$ cat config.mk
export PLATFORM = sky130hd
export DESIGN_NAME = sdr_dq_pipe
export DESIGN_NICKNAME = d
export VERILOG_FILES = /design/src/rtl/sdr_dq_pipe.sv
export SDC_FILE = /design/constraint.sdc
export NUM_CORES = 1
export LEC_CHECK = 0
export ABC_AREA = 0
export BUFFER_PORTS_ARGS = -buffer_cell sky130_fd_sc_hd__buf_2
export CORE_MARGIN = 2
export CORE_UTILIZATION = 40
export DETAILED_ROUTE_END_ITERATION = 16
export PLACE_DENSITY = 0.77
export RECOVER_POWER = 50
export SLEW_MARGIN = 20
export SYNTH_ARGS = -nofsm -noshare
export SYNTH_HDL_FRONTEND = slang
export SYNTH_SLANG_ARGS = --single-unit
$ cat constraint.sdc
create_clock -name CLK -period 1 [get_ports CLK]
set_input_delay 0.1 -clock CLK [delete_from_list [all_inputs] [get_ports CLK]]
set_output_delay 0.1 -clock CLK [all_outputs]
set_load 0.02 [all_outputs]
$ cat src/rtl/sdr_dq_pipe.sv
// SDRAM DQ datapath: delays host write data/masks to the DQ pins and captures read bursts.
// Latency: write WR_LAT cycles; read first beat at RD_CMD+CAS_LAT+1 (+1 with SDR_RD_OUT_REG_EN).
// Backpressure: none; the controller schedules commands and COLLIDE flags write/read overlap.
module sdr_dq_pipe #(
    parameter int DSIZE     = 32,
    parameter int WR_LAT    = 2,
    parameter int CAS_LAT   = 2,
    parameter int BURST_LEN = 1
) (
    input  logic               CLK,
    input  logic               RESET_N,
    input  logic [DSIZE-1:0]   DATAIN,
    input  logic [DSIZE/8-1:0] DM,
    input  logic               WR_EN,
    output logic [DSIZE-1:0]   DQOUT,
    output logic [DSIZE/8-1:0] DQM,
    output logic               DQ_OE,
    input  logic               RD_CMD,
    input  logic [DSIZE-1:0]   DQIN,
    output logic [DSIZE-1:0]   RD_DATA,
    output logic               RD_VALID,
    output logic               RD_BUSY,
    output logic               COLLIDE
);

    localparam int MW = DSIZE / 8;
    localparam int CW = $clog2(BURST_LEN + 1);

    // Write pipe: data, mask and valid travel together so they stay aligned.
    logic [DSIZE-1:0] wr_dat [WR_LAT];
    logic [MW-1:0]    wr_msk [WR_LAT];
    logic [WR_LAT-1:0] wr_vld;

    // Read pipe: command delay line, burst counter and capture register.
    logic [CAS_LAT-1:0] rd_pipe;
    logic [CW-1:0]      burst_cnt;
    logic [CW-1:0]      eff_cnt;
    logic               cap;
    logic [DSIZE-1:0]   cap_dat;
    logic               cap_vld;
    logic               collide_r;

    // Shift write beats toward the DQ pins; masks are zeroed for idle beats at entry.
    always_ff @(posedge CLK or negedge RESET_N) begin
        if (!RESET_N) begin
            for (int i = 0; i < WR_LAT; i++) begin
                wr_dat[i] <= '0;
                wr_msk[i] <= '0;
            end
            wr_vld <= '0;
        end else begin
            wr_dat[0] <= DATAIN;
            wr_msk[0] <= WR_EN ? DM : '0;
            wr_vld[0] <= WR_EN;
            for (int i = 1; i < WR_LAT; i++) begin
                wr_dat[i] <= wr_dat[i-1];
                wr_msk[i] <= wr_msk[i-1];
                wr_vld[i] <= wr_vld[i-1];
            end
        end
    end

    assign DQOUT = wr_dat[WR_LAT-1];
    assign DQM   = wr_msk[WR_LAT-1];
    assign DQ_OE = wr_vld[WR_LAT-1];

    // A delayed command (re)loads the burst length; otherwise the running count is used.
    always_comb begin
        eff_cnt = burst_cnt;
        if (rd_pipe[CAS_LAT-1]) begin
            eff_cnt = CW'(BURST_LEN);
        end
        cap = (eff_cnt != '0);
    end

    // Delay read commands by CAS latency and count down the beats of the active burst.
    always_ff @(posedge CLK or negedge RESET_N) begin
        if (!RESET_N) begin
            rd_pipe   <= '0;
            burst_cnt <= '0;
        end else begin
            rd_pipe[0] <= RD_CMD;
            for (int i = 1; i < CAS_LAT; i++) begin
                rd_pipe[i] <= rd_pipe[i-1];
            end
            burst_cnt <= cap ? eff_cnt - CW'(1) : '0;
        end
    end

    // Capture DQ for every counted beat; data holds between beats.
    always_ff @(posedge CLK or negedge RESET_N) begin
        if (!RESET_N) begin
            cap_dat <= '0;
            cap_vld <= 1'b0;
        end else begin
            cap_vld <= cap;
            if (cap) begin
                cap_dat <= DQIN;
            end
        end
    end

    // Sticky flag: a write beat on the pins while a read beat is being captured.
    always_ff @(posedge CLK or negedge RESET_N) begin
        if (!RESET_N) begin
            collide_r <= 1'b0;
        end else if (wr_vld[WR_LAT-1] && cap_vld) begin
            collide_r <= 1'b1;
        end
    end

    assign COLLIDE = collide_r;

`ifdef SDR_RD_OUT_REG_EN
    logic [DSIZE-1:0] out_dat;
    logic             out_vld;

    // Extra output stage for timing closure toward the host.
    always_ff @(posedge CLK or negedge RESET_N) begin
        if (!RESET_N) begin
            out_dat <= '0;
            out_vld <= 1'b0;
        end else begin
            out_vld <= cap_vld;
            if (cap_vld) begin
                out_dat <= cap_dat;
            end
        end
    end

    assign RD_DATA  = out_dat;
    assign RD_VALID = out_vld;
    assign RD_BUSY  = (|rd_pipe) || (burst_cnt != '0) || cap_vld;
`else
    assign RD_DATA  = cap_dat;
    assign RD_VALID = cap_vld;
    assign RD_BUSY  = (|rd_pipe) || (burst_cnt != '0);
`endif

endmodule

==> results.txt <==
crit path max-delay cell type -> dfrtp_2
RePlAce Congestion -> 0.712
first-pass GRT wire length -> 12700 µm
# clock sinks -> 110
Peak VDD IR -> 0.910 mV
IO Port Bufs -> 143
most common cell after layout, fill and taps aside -> dfrtp_1
maximum fanout along the worst path -> 2
worst path bufs/invs -> 2
Max-cap violations -> 0
Comb pwr share -> 17.9%
number of diodes -> 0
minimum clock period -> 1370 ps
CP max stage delay -> 430 ps
Reg power frac -> 53.8%
Final ANT Viol Nets -> 0
Clk pwr share -> 28.3%
fraction of the mapped netlist area in adder cells -> 0%
max-slew violations -> 0
Cell variety after synth -> 9
Min-Delay Path Class -> input port to asynchronous set/reset pin
critical path, cell by cell -> buf_6, or2_4, buf_6
Stages on worst setup path -> 3
row cnt -> 34
Die ar. -> 9780 µm²
Top Ports -> 144
fin crit share -> 137%
internal cell power -> 0.00671 W
Worst R2R Path Depth -> 4
Critical Path End Type -> output port
net count of the mapped netlist -> 260
post-synthesis sequential area ratio -> 76.4%
main combinational cell family by area after synthesis -> multiplexers
Simple-Gate Fraction of Synth Area -> 0.868%
final net count -> 472
pre-CTS setup slack -> -61.3 ps
unrepaired setup endpoints after global routing -> true
Sw Share -> 26.5%
clock root cell -> clkbuf_8
vias in the first global route -> 2456
starting density of the core -> 41.3%
total congestion overflow -> 0
Critical Path Source Type -> register
Die W -> 98.9 µm
wire per inst -> 15.8 µm
H-tree Lvls -> 3
Clock Pin Slew Worst Setup and Hold Paths -> 120 ps
most frequent cells in the layout -> dfrtp_1, buf_6, dlygate4sd3_1
Synth Area in Compound Gates -> 0.208%
Pre-Repair DR Iteration Count -> 4
CORE AREA -> 8720 µm²
crit-path leading delay family -> flip-flops
GRT Overall Usage -> 17.2%
routed vias/inst -> 4.23
share of cells above drive strength 1 -> 54.1%
synth warn -> 0
DRT iter0 DRCs -> 35
Power Density -> 1580 nW/µm²
Worst-Margin Slew -> 403 ps
Worst EP arrival -> 1270 ps
TritonCTS Buffers -> 9
total number of vias -> 2168
fin worst setup slack -> -368 ps
total power -> 0.00913 W
status -> finished with violations
Mapped Area -> 3600 µm²
Synth-to-Final Area Change -> 60.9%
mux share of post-synthesis cell area -> 13.0%
RR Startpoint -> rd_pipe[1]$_DFF_PN0_
initial antenna violation count -> 0
R2R Setup Slk -> -280 ps
Die Height -> 98.9 µm
setup_tns -> -8700 ps
DR DRC count -> 0
RR Endpoint -> RD_DATA[2]$_DFFE_PN0P_
Layout Skew -> 16.9 ps
synthesis-stage register bit count -> 110
Synth Area per Inst -> 19.2 µm²
largest net degree at the start of global routing -> 46
failing checks -> negative setup slack
Crit Path Class -> register to output port
most used cell along the critical path -> buf_6
Fmax -> 731 MHz
CP required -> 900 ps
xor/xnor cell area share of the yosys netlist -> 0%
Fill cells -> 561
Psw -> 0.00242 W
# setup viols final -> 58
CTS tree -> done
Leak -> 2.84 nW
post-DP HPWL -> 4230 µm
Final Core Density -> 66.5%
Post-Synthesis Cells -> 188
Routed WL -> 8090 µm
Hold Fails Final Rpt -> 0
Slew headroom -> 73.1%
Clock Tree Buf Depth -> 2
Worst-Skew Late Latency -> 360 ps
==> synth_stat cells (all sizes together) <==
cell type    n  share of area [%]
or2          1               0.17
mux2        32                 13
dfrtp      110                 76
a21o         1               0.21
and2         4               0.69
buf         40                9.5
==> logic make-up after synthesis <==
logic type	after synthesis
compound gates	1
mux	32
simple gates	5
flops	110
buf+inv	40
==> power by group through the flow <==
| stage | Combinational [W] | Clock, W | Sequential, W |
|---|---|---|---|
| detailed placement | 0.00102 | 0 | 0.00494 |
| finish | 0.00163 | 0.00259 | 0.00491 |
| CTS | 0.00159 | 0.00267 | 0.00490 |
| global placement | 0.00100 | 0 | 0.00493 |
| global route | 0.00173 | 0.00289 | 0.00494 |
| floorplan | 0.000483 | 0 | 0.00508 |
==> worst reg2reg max path, delay by kind of cell, from the launching register on <==
family	cells	cell delay [ps]
buffers and inverters	3	440
flip-flops	1	430
multiplexers	1	290
==> layer usage <==
metal	up-vias	track usage [%]	share of wire [%]
li1	989	-	-
met5	-	0	0
met4	0	5.58	1.9
met2	92	31.6	56
met3	14	5.18	6.3
met1	1073	18.8	36
==> registers in the layout (all words and copies together) (netlist names), 2 cells and up <==
name     flops
RD_DATA     32
DQM          4
rd_pipe      2
wr_msk       4
wr_vld       2
DQOUT       32
wr_dat      32
==> cell type report <==
class | count | area (µm²) | share of cell area (%)
well taps | 108 | 135 | 2.33
flip-flops and latches | 110 | 2750 | 47.5
clock inverters | 7 | 77.6 | 1.34
repair buffers | 241 | 2190 | 37.9
clock buffers | 9 | 124 | 2.14
multi-input cells | 38 | 510 | 8.81
==> worst max-delay path by stage <==
stage	from	endpoint	slack, ps
4_1_cts	rd_pipe[1]$_DFF_PN0_	RD_BUSY	-370
5_1_grt	rd_pipe[1]$_DFF_PN0_	RD_BUSY	-410
3_3_place_gp	rd_pipe[1]$_DFF_PN0_	RD_DATA[8]$_DFFE_PN0P_	-40
3_5_place_dp	rd_pipe[1]$_DFF_PN0_	RD_DATA[10]$_DFFE_PN0P_	-60
6_report	rd_pipe[1]$_DFF_PN0_	RD_BUSY	-370
2_1_floorplan	rd_pipe[1]$_DFF_PN0_	RD_DATA[10]$_DFFE_PN0P_	-50
==> per-stage QoR <==
stage	cells	hold WS [ps]	instance area (µm²)
6_report	513	188	5800
3_3_place_gp	405	-37.8	4200
4_1_cts	510	103	5720
3_5_place_dp	405	-33.8	4200
2_1_floorplan	188	-196	3600
5_1_grt	513	199	5800
==> timing repair <==
action / CTS / global route
setup buffers: 16 / 3
hold buffers: 71 / 0
endpoints found under the hold margin: 180 / 0
endpoints found under the setup margin: 99 / 104
cloned: 2 / 1
gates resized for setup: 138 / 15
No activity file was read; power rests on OpenSTA's default activity.
